<file path="src/rtl/aes_req_sched.sv">
// Round-robin front end that shares one AES core and one key ROM between NUM_REQ requesters.
// Key expansion is skipped when the granted key address matches the last expanded key.
module aes_req_sched #(
  parameter int unsigned NUM_REQ    = 4,
  parameter int unsigned AES_LEN    = 128,
  parameter int unsigned ADDR_WIDTH = 5,
  parameter int unsigned ID_WIDTH   = 2
) (
  input  logic                          clk,
  input  logic                          rst,
  input  logic [NUM_REQ-1:0]            req_valid,
  output logic [NUM_REQ-1:0]            req_ready,
  input  logic [NUM_REQ*ADDR_WIDTH-1:0] req_key_addr,
  input  logic [NUM_REQ*AES_LEN-1:0]    req_block,
  output logic                          rom_en,
  output logic [ADDR_WIDTH-1:0]         rom_addr,
  output logic                          core_init,
  output logic                          core_next,
  output logic [AES_LEN-1:0]            core_block,
  input  logic                          core_ready,
  input  logic                          core_result_valid,
  input  logic [AES_LEN-1:0]            core_result,
  output logic                          rsp_valid,
  output logic [ID_WIDTH-1:0]           rsp_id,
  output logic [AES_LEN-1:0]            rsp_data,
  input  logic                          rsp_ready
);

  typedef enum logic [2:0] {
    StIdle, StKeyRd, StInit, StWaitKey, StNext, StWaitBlk, StResp
  } state_e;

  state_e                state_q, state_d;
  logic [ID_WIDTH-1:0]   rr_ptr_q, rr_ptr_d;
  logic                  key_cached_q, key_cached_d;
  logic [ADDR_WIDTH-1:0] cached_addr_q, cached_addr_d;
  logic [ADDR_WIDTH-1:0] cur_addr_q, cur_addr_d;
  logic [ID_WIDTH-1:0]   cur_id_q, cur_id_d;
  logic [AES_LEN-1:0]    block_q, block_d;
  logic                  rom_en_q, rom_en_d;
  logic                  core_init_q, core_init_d;
  logic                  core_next_q, core_next_d;
  logic                  rsp_valid_q, rsp_valid_d;
  logic [ID_WIDTH-1:0]   rsp_id_q, rsp_id_d;
  logic [AES_LEN-1:0]    rsp_data_q, rsp_data_d;

  logic                  grant_found;
  logic [ID_WIDTH-1:0]   grant_idx;

  logic [ADDR_WIDTH-1:0] key_addr_arr [NUM_REQ];
  logic [AES_LEN-1:0]    block_arr    [NUM_REQ];

  for (genvar i = 0; i < NUM_REQ; i++) begin : g_unpack
    assign key_addr_arr[i] = req_key_addr[i*ADDR_WIDTH +: ADDR_WIDTH];
    assign block_arr[i]    = req_block[i*AES_LEN +: AES_LEN];
  end

  function automatic logic [ID_WIDTH-1:0] wrap_add(input logic [ID_WIDTH-1:0] base,
                                                   input int unsigned off);
    int unsigned sum;
    sum = (32'(base) + off) % NUM_REQ;
    return ID_WIDTH'(sum);
  endfunction

  // First pending requester at or after rr_ptr, wrapping modulo NUM_REQ.
  always_comb begin
    grant_found = 1'b0;
    grant_idx   = '0;
    for (int unsigned k = 0; k < NUM_REQ; k++) begin
      if (!grant_found && req_valid[wrap_add(rr_ptr_q, k)]) begin
        grant_found = 1'b1;
        grant_idx   = wrap_add(rr_ptr_q, k);
      end
    end
  end

  // Accept pulse is only combinational output; held low while reset is asserted.
  always_comb begin
    req_ready = '0;
    if (state_q == StIdle && grant_found && !rst) begin
      req_ready[grant_idx] = 1'b1;
    end
  end

  always_comb begin
    state_d       = state_q;
    rr_ptr_d      = rr_ptr_q;
    key_cached_d  = key_cached_q;
    cached_addr_d = cached_addr_q;
    cur_addr_d    = cur_addr_q;
    cur_id_d      = cur_id_q;
    block_d       = block_q;
    rom_en_d      = 1'b0;
    core_init_d   = 1'b0;
    core_next_d   = 1'b0;
    rsp_valid_d   = rsp_valid_q;
    rsp_id_d      = rsp_id_q;
    rsp_data_d    = rsp_data_q;

    unique case (state_q)
      StIdle: begin
        if (grant_found) begin
          block_d    = block_arr[grant_idx];
          cur_addr_d = key_addr_arr[grant_idx];
          cur_id_d   = grant_idx;
          rr_ptr_d   = wrap_add(grant_idx, 1);
          if (key_cached_q && key_addr_arr[grant_idx] == cached_addr_q) begin
            state_d     = StNext;
            core_next_d = 1'b1;
          end else begin
            state_d  = StKeyRd;
            rom_en_d = 1'b1;
          end
        end
      end
      StKeyRd: begin
        state_d     = StInit;
        core_init_d = 1'b1;
      end
      StInit: begin
        key_cached_d = 1'b0;
        state_d      = StWaitKey;
      end
      StWaitKey: begin
        if (core_ready) begin
          key_cached_d  = 1'b1;
          cached_addr_d = cur_addr_q;
          state_d       = StNext;
          core_next_d   = 1'b1;
        end
      end
      StNext: begin
        state_d = StWaitBlk;
      end
      StWaitBlk: begin
        if (core_ready && core_result_valid) begin
          rsp_valid_d = 1'b1;
          rsp_id_d    = cur_id_q;
          rsp_data_d  = core_result;
          state_d     = StResp;
        end
      end
      StResp: begin
        if (rsp_ready) begin
          rsp_valid_d = 1'b0;
          state_d     = StIdle;
        end
      end
      default: state_d = StIdle;
    endcase
  end

  always_ff @(posedge clk or posedge rst) begin
    if (rst) begin
      state_q       <= StIdle;
      rr_ptr_q      <= '0;
      key_cached_q  <= 1'b0;
      cached_addr_q <= '0;
      cur_addr_q    <= '0;
      cur_id_q      <= '0;
      block_q       <= '0;
      rom_en_q      <= 1'b0;
      core_init_q   <= 1'b0;
      core_next_q   <= 1'b0;
      rsp_valid_q   <= 1'b0;
      rsp_id_q      <= '0;
      rsp_data_q    <= '0;
    end else begin
      state_q       <= state_d;
      rr_ptr_q      <= rr_ptr_d;
      key_cached_q  <= key_cached_d;
      cached_addr_q <= cached_addr_d;
      cur_addr_q    <= cur_addr_d;
      cur_id_q      <= cur_id_d;
      block_q       <= block_d;
      rom_en_q      <= rom_en_d;
      core_init_q   <= core_init_d;
      core_next_q   <= core_next_d;
      rsp_valid_q   <= rsp_valid_d;
      rsp_id_q      <= rsp_id_d;
      rsp_data_q    <= rsp_data_d;
    end
  end

  assign rom_en     = rom_en_q;
  assign rom_addr   = cur_addr_q;
  assign core_init  = core_init_q;
  assign core_next  = core_next_q;
  assign core_block = block_q;
  assign rsp_valid  = rsp_valid_q;
  assign rsp_id     = rsp_id_q;
  assign rsp_data   = rsp_data_q;

endmodule

</file>
<file path="config.mk">
export PLATFORM = sky130hd
export DESIGN_NAME = aes_req_sched
export DESIGN_NICKNAME = d
export VERILOG_FILES = /design/src/rtl/aes_req_sched.sv
export SDC_FILE = /design/constraint.sdc
export NUM_CORES = 1
export LEC_CHECK = 0
export ABC_AREA = 0
export CORE_AREA = 2 2 366 368
export CTS_BUF_LIST = sky130_fd_sc_hd__clkbuf_4
export CTS_CLUSTER_SIZE = 30
export DETAILED_ROUTE_END_ITERATION = 12
export DIE_AREA = 0 0 368 370
export PLACE_DENSITY = 0.4
export SLEW_MARGIN = 20
export SYNTH_ARGS = -nofsm -noshare
export SYNTH_HDL_FRONTEND = slang
export SYNTH_SLANG_ARGS = --single-unit
</file>
<file path="constraint.sdc">
create_clock -name clk -period 10.65 [get_ports clk]
set_input_delay 2.13 -clock clk [delete_from_list [all_inputs] [get_ports clk]]
set_output_delay 2.13 -clock clk [all_outputs]
set_load 0.01 [all_outputs]
</file>
# After elaboration in Yosys (flattened, before gate mapping)

Cells that the tools add are included.

Output and inout port bits: 271
Flip-flop bits (word level): 280
Word-level logic and storage cells: 101
Input bits: 669

Equal/unequal tests: 11
Reductions and logical operators: 21
Bitwise operators: 1
Add/sub/neg operators: 4
$lt $le $gt $ge: 7
Multiplexer cells: 44

Operators with widths:

| kind                  | number |
|---|---|
| $bmux W128 S2         | 1 |
| $mux W128             | 2 |
| $pmux W3 S7           | 1 |
| $mux W1               | 19 |
| $lt A2 B3 Y1 const B  | 5 |
| $mux W3               | 5 |
| $bmux W5 S2           | 1 |
| $mux W5               | 2 |
| $eq A3 B3 Y1 const B  | 3 |
| $bmux W1 S2           | 4 |
| $logic_and A1 B1 Y1   | 8 |
| $mux W2               | 4 |
| $ne A2 B2 Y1 const B  | 4 |
| $reduce_and A2 Y1     | 4 |
| $eq A3 B2 Y1 const B  | 2 |
| $pmux W1 S2           | 3 |
| $eq A5 B5 Y1          | 1 |
| $add A2 B1 Y2 const B | 2 |
| $add A2 B2 Y2 const B | 2 |
| $logic_not A1 Y1      | 4 |
| $mux W4               | 1 |
| $reduce_and A4 Y1     | 1 |
| $reduce_bool A2 Y1    | 2 |
| $eq A3 B1 Y1 const B  | 1 |
| other kinds (6)       | 6 |

# Logic depth before layout (Yosys ltp)

Word-level depth: 21
Depth in mapped cells: 11
Gate-level depth less buffers: 9

# Worst setup path before layout

OpenSTA, ideal clock, no wires.

Kind: input to output
Start point: input rst
End point: output req_ready[1]
Required time: 8.520 ns
Path buffers: 0
Arrival time: 8.770 ns
Stages on the path: 2
Slack: -0.250 ns
Path through: inv_1 and3_1

Word-level cells in the longest chain between the ends: 3

RTL lines:

| what                              | line | source |
|---|---|---|
| from (decl)                       | 10   | `input logic rst,` |
| $logic_not A1 Y1 (no source line) | -    |  |
| $logic_and A1 B1 Y1               | 80   | `if (state_q == StIdle && grant_found && !rst) begin` |
| $mux W4                           | 80   |  |
| to (decl)                         | 12   | `output logic [NUM_REQ-1:0] req_ready,` |

Every way passes these cells.

# Final worst setup path

Start point: input req_valid[1]
End point: output req_ready[1]

Word-level cells in the longest chain between the ends: 17
Elaborated cells between the ends (all ways): 30
Those cells by class: order compare (2); mux (19); reduce/logical (9)

RTL lines:

| what                                                                      | line | source |
|---|---|---|
| from (decl)                                                               | 11   | `input logic [NUM_REQ-1:0] req_valid,` |
| $bmux W1 S2                                                               | 70   | `if (!grant_found && req_valid[wrap_add(rr_ptr_q, k)]) begin` |
| $mux W1 (not written as such)                                             | 70   |  |
| $mux W1                                                                   | 70   |  |
| $logic_not A1 Y1                                                          | 70   |  |
| $logic_and A1 B1 Y1                                                       | 70   |  |
| $mux W1                                                                   | 70   |  |
| $logic_not A1 Y1                                                          | 70   |  |
| $logic_and A1 B1 Y1                                                       | 70   |  |
| $mux W1                                                                   | 70   |  |
| $logic_not A1 Y1                                                          | 70   |  |
| $logic_and A1 B1 Y1                                                       | 70   |  |
| $mux W2                                                                   | 70   |  |
| $lt A2 B3 Y1 (not written as such) / $ge A2 B1 Y1 (equally long branches) | 81   | `req_ready[grant_idx] = 1'b1;` |
| $logic_and A1 B1 Y1 (not written as such)                                 | 81   |  |
| $mux W1 (not written as such)                                             | 81   |  |
| $demux W1 S2                                                              | 81   |  |
| $mux W4 *                                                                 | 80   |  |

Mark *: on every way between the ends. The rest lies on a longest branch, timed or not. The select of a mux whose other input is x is not followed.

==> metrics.cfg <==
[sta]
rsz0062_at_grt=false
final-hold-violation-count=0
fin_ws_ns=3.59
clock.fmax_ghz=0.142
slew_violations=0
period_minus_slack_ns=7.06
tns_ns=0
min_period_over_period=0.663
worst_pin_slew_ns=1.03
fin_skew_ns=0.0566
slew_headroom=0.313
setup_viol=0

[yosys]
synth_area_per_cell_um2=8.05
synth_xor_area_frac=0.00302
synth_compound_area_frac=0.0119
synthAdderAreaFrac=0.00345
yosys.area_share.simple=0.346
synth_fp_nets=2476
synthArstFlopShare=1.00
ys_seq_elements=280
yosysSeqAreaShare=0.483
syn_inst=1803
mappedNetlistArea_um2=14500
yosysWarnings=0
synth_edf_count=0
synthFlopType=dfrtp_1
synth_top_family_by_area=simple AND/OR/NAND/NOR gates
synth_cell_types=39
synthMuxAreaShare=0.115

[place]
dpl.hpwl_um=84400
io_buffers=939
dp.cells=4397
dp_slack_ns=3.59
gp_congestion=0.873

[grt]
grt_pass1_vias=17500
grt.total_usage=0.151
antenna_found_initial=61
grt_max_degree=142
grt_pass1_wl_um=144000
globalRoute.totalOverflow=0

[clocking]
cts_buffer_depth=3
clock_sinks=280
postCtsResizedCells=0
htree_levels=3
numCtsBuffers=96
clk-insertion-delay-late_ns=0.94
clockRootBuffer=clkbuf_4
cts_tree=yes
path_clk_slew_ns=0.06
holdBufCountCts=0
post_cts_buffers=0

[layout]
syn_to_final_growth_pct=85.7
layout_common_cells=939 x clkdlybuf4s50_1, 791 x nand2_1, 387 x nand3_1, 280 x dfrtp_1, 135 x clkbuf_4
drive_gt1_frac=0.100
final_net_count=3400
final_common_cell=clkdlybuf4s50_1
stdcell_count=4560

[critical_path]
cp-start-kind=input pin
critPathMaxFanout=141
arrival_ns=4.93
critical_path.slowest_cell=clkdlybuf4s50_1
path_common_cell=clkdlybuf4s50_1
cp.buffers_inverters=3
crit_chain=clkdlybuf4s50_1, a21boi_0, nor2_1, nor2_4, buf_12, ha_1, and3_1, clkdlybuf4s50_1
cp_slowest_stage_delay_ns=0.56
crit_family=buffers and inverters
cp-end-kind=output port
path_class=input pin to output port
cp.required_ns=8.52

[drt]
ant_nets=0
via_count=17000
routed_via_density=3.73
wl_um=107000
drc=0
drt_iter0_markers=777
dr.pass1.iters=5
route.detailed.wl_per_inst_um=23.4

[job]
maxCapViolCount=0

[floorplanning]
die_y_um=370
core_um2=132000
io_pins=940
start_util=0.110
die_w_um=368
die_area_um2=136000
rows=134

[pwr]
power_density_nw_per_um2=243
p_leak_nw=11.6
p_comb_frac=0.541
peakVddDrop_v=0.000106
pwr-share-clk=0.174
seq_power_share=0.284
power.share.switching=0.433
power.switching_w=0.00284
p_int_w=0.00372

[worst_hold_path]
hp-class=flip-flop to flip-flop

[status]
status=finished clean

-- per-layer routing --
layer | wire length, µm | GRT usage | vias to the layer above
met5 | 296 | 0 | -
met2 | 53200 | 0.267 | 779
met3 | 9340 | 0.0574 | 202
met4 | 2620 | 0.0458 | 46
met1 | 41100 | 0.168 | 8153
li1 | - | - | 7839
-- synthesized netlist by cell type, types with 2 or more instances --
cell type | number | area share
o21ai_0 | 5 | 0.0017
dfrtp_1 | 280 | 0.48
nor2_1 | 6 | 0.0016
nor4_1 | 2 | 0.00086
and3_1 | 5 | 0.0022
o31ai_1 | 2 | 0.0010
inv_1 | 5 | 0.0013
xnor2_1 | 5 | 0.0030
buf_2 | 13 | 0.0045
mux4_2 | 2 | 0.0031
mux2_1 | 30 | 0.023
ha_1 | 4 | 0.0034
a31oi_1 | 2 | 0.00086
mux2i_1 | 10 | 0.0069
buf_1 | 11 | 0.0028
clkbuf_1 | 109 | 0.028
mux2_2 | 105 | 0.081
nand3_1 | 387 | 0.13
inv_2 | 2 | 0.00052
a21oi_1 | 7 | 0.0024
nand4_1 | 2 | 0.00086
nand2_1 | 792 | 0.20
-- worst min-delay path, delay by kind of cell, from the launching register on --
kind / cells / cell delay [ns]
DFF: 1 / 0.33
and+or+nand+nor: 2 / 0.11
-- sequential cells by signal, summed over array words and instances, names as in the netlist --
name and cells:
rsp_data 128, rom_addr 5, rsp_valid 1, rsp_id 2, rom_en 1, cached_addr_q 5
state_q 3, rr_ptr_q 2, key_cached_q 1, cur_id_q 2, core_next 1, core_init 1
core_block 128
-- logic make-up (layout without fill, tap and decap cells) --
family	Yosys count	after routing
DFF	280	280
and+or+nand+nor	1199	1199
other	0	11
xor gates and xnor gates	5	5
muxes	147	147
AOI/OAI and AO/OA	27	27
buffers and inverters	141	1119
adders and majority gates	4	4
-- through the flow --
stage               total power, W   util  cell area (µm²)  hold WS (ns)
global route               0.00707  0.203            27000         0.491
CTS                        0.00677  0.203            26900         0.477
global placement           0.00553  0.195            25800         0.457
detailed placement         0.00553  0.195            25800         0.463
finish                     0.00656  0.204            27000         0.471
floorplan                  0.00340      -            14500         0.444
-- power groups by stage --
stage | combinational [W] | clock (W) | sequential (W)
floorplan | 0.00136 | 0 | 0.00204
global placement | 0.00365 | 0 | 0.00187
detailed placement | 0.00366 | 0 | 0.00187
CTS | 0.00367 | 0.00123 | 0.00187
global route | 0.00388 | 0.00127 | 0.00193
finish | 0.00355 | 0.00114 | 0.00187
-- path summary, 6_finish.rpt --
check / end / slack (ns) / start / cells past startpoint
setup reg to reg: core_block[120] / 7.02 / rr_ptr_q[1] / 8
setup / recovery: req_ready[1] / 3.59 / req_valid[1] / 8
min in group asynchronous: core_block[4] / 1.55 / rst / 2
hold reg to reg: core_block[83] / 0.47 / core_block[83] / 2
hold / removal: core_block[83] / 0.47 / core_block[83] / 2
max in group asynchronous: rsp_data[56] / 6.08 / rst / 6
-- final cells by class --
type	count	area, µm²
clock buffers	135	1010
flip-flops and latches	280	7010
diodes	11	27.5
clock inverters	17	91.3
well taps	1768	2210
multi-input cells	1382	6990
fillers	14900	105000
repair buffers	960	9580
inverters	7	42.5
No activity file was read; power rests on OpenSTA's default activity.
==> edit (config.mk and constraints unchanged) <==
Change the parameter `NUM_REQ` from 4 to 2.
--- a/src/rtl/aes_req_sched.sv
+++ b/src/rtl/aes_req_sched.sv
@@ -1,7 +1,7 @@
 // Round-robin front end that shares one AES core and one key ROM between NUM_REQ requesters.
 // Key expansion is skipped when the granted key address matches the last expanded key.
 module aes_req_sched #(
-  parameter int unsigned NUM_REQ    = 4,
+  parameter int unsigned NUM_REQ    = 2,
   parameter int unsigned AES_LEN    = 128,
   parameter int unsigned ADDR_WIDTH = 5,
   parameter int unsigned ID_WIDTH   = 2
Interface: changed (resized req_block, req_key_addr, req_ready and req_valid); port bits go from 940 to 670. No check against the original RTL was run, so the function may have changed too.
==> edit against the original RTL <==
- critical endpoint unchanged
- clock skew shrank 3.7 ps
- wire length shrank 41%
- largest cell class is now flip-flops and latches
- cell area shrank 22%
- via count shrank 39%
- sequential cell count shrank 3
- non-clock buffer count shrank 281
- setup slack lost 34 ps
- worst hold slack gained 11 ps
- synthesized area shrank 21%
- power shrank 19%
==> edit: results (changes against the original RTL) <==
status: finished clean
Crit path max-delay family: simple AND/OR/NAND/NOR gates
Initial DRC Count: 351 (-55%)
grt met3 use: 0.04064 (-0.01677)
placed inst area: 20040 µm² (-22%)
reg-to-reg critical path startpoint: state_q[1]
worst hold slack: 481.2 ps (+10.61 ps)
Critical Path AT: 4960 ps (+30 ps)
Syn Inst Count: 826 (-54%)
Worst Max-Slew Pin Slew: 992.4 ps (-38.52 ps)
register area share after synthesis: 0.6038 (+0.1213)
VDD IR max: 0.1079 mV (+1.8%)
pin count of the biggest net entering global routing: 123 (-13%)
synth cell count leaders: dfrtp_1 (277), mux2_2 (134), a221o_1 (128), and3_1 (128), clkbuf_1 (32)
Avg WL per Cell: 18.81 µm (-20%)
M2 GR Usage: 0.1495 (-0.1170)
R2R setup slack: 6770 ps (-250 ps)
slowest cell on the critical path: or4_4
CP peak stage delay: 730 ps (+170 ps)
hold endpoint: cur_id_q[0]
first-pass GRT wire length: 87200 µm (-39%)
synth unique cells: 38 (-2.6%)
syn nets: 1227 (-50%)
critical-path maximum fanout: 48 (-66%)
Placed Cells: 3197 (-27%)
Final GP Congestion: 0.7782 (-11%)
final clock skew: 52.90 ps (-3.711 ps)
[edit: power breakdown]
| group | leakage, µW | switching (µW) | internal (µW) | total (µW) |
|---|---|---|---|---|
| combinational | 0.00458 | 1020 | 1400 | 2420 |
| sequential | 0.00348 | 304 | 1550 | 1850 |
| clock | 0.000623 | 535 | 533 | 1070 |
| total | 0.00869 | 1860 | 3480 | 5340 |
[edit: cell type report]
type                            instances  area [µm²]
Clock buffer                          116       870.8
Antenna cell                            6       15.01
Fill cell                           14760      111300
Clock inverter                         37       195.2
Inverter                                6       30.03
Tap cell                             1768        2212
Timing Repair Buffer                  679        6782
Multi-Input combinational cell        467        4085
Sequential cell                       277        6932
[edit: logic make-up (layout without fill, tap and decap cells)]
kind of cell	after synthesis	in the layout	synth area share
other	1	7	0.0003267
AO/OA/AOI/OAI	159	159	0.1286
multiplexers	137	137	0.1341
AND/OR/NAND/NOR	166	166	0.08698
XOR/XNOR	4	4	0.003052
flip-flops	277	277	0.6038
buffers and inverters	82	838	0.04316
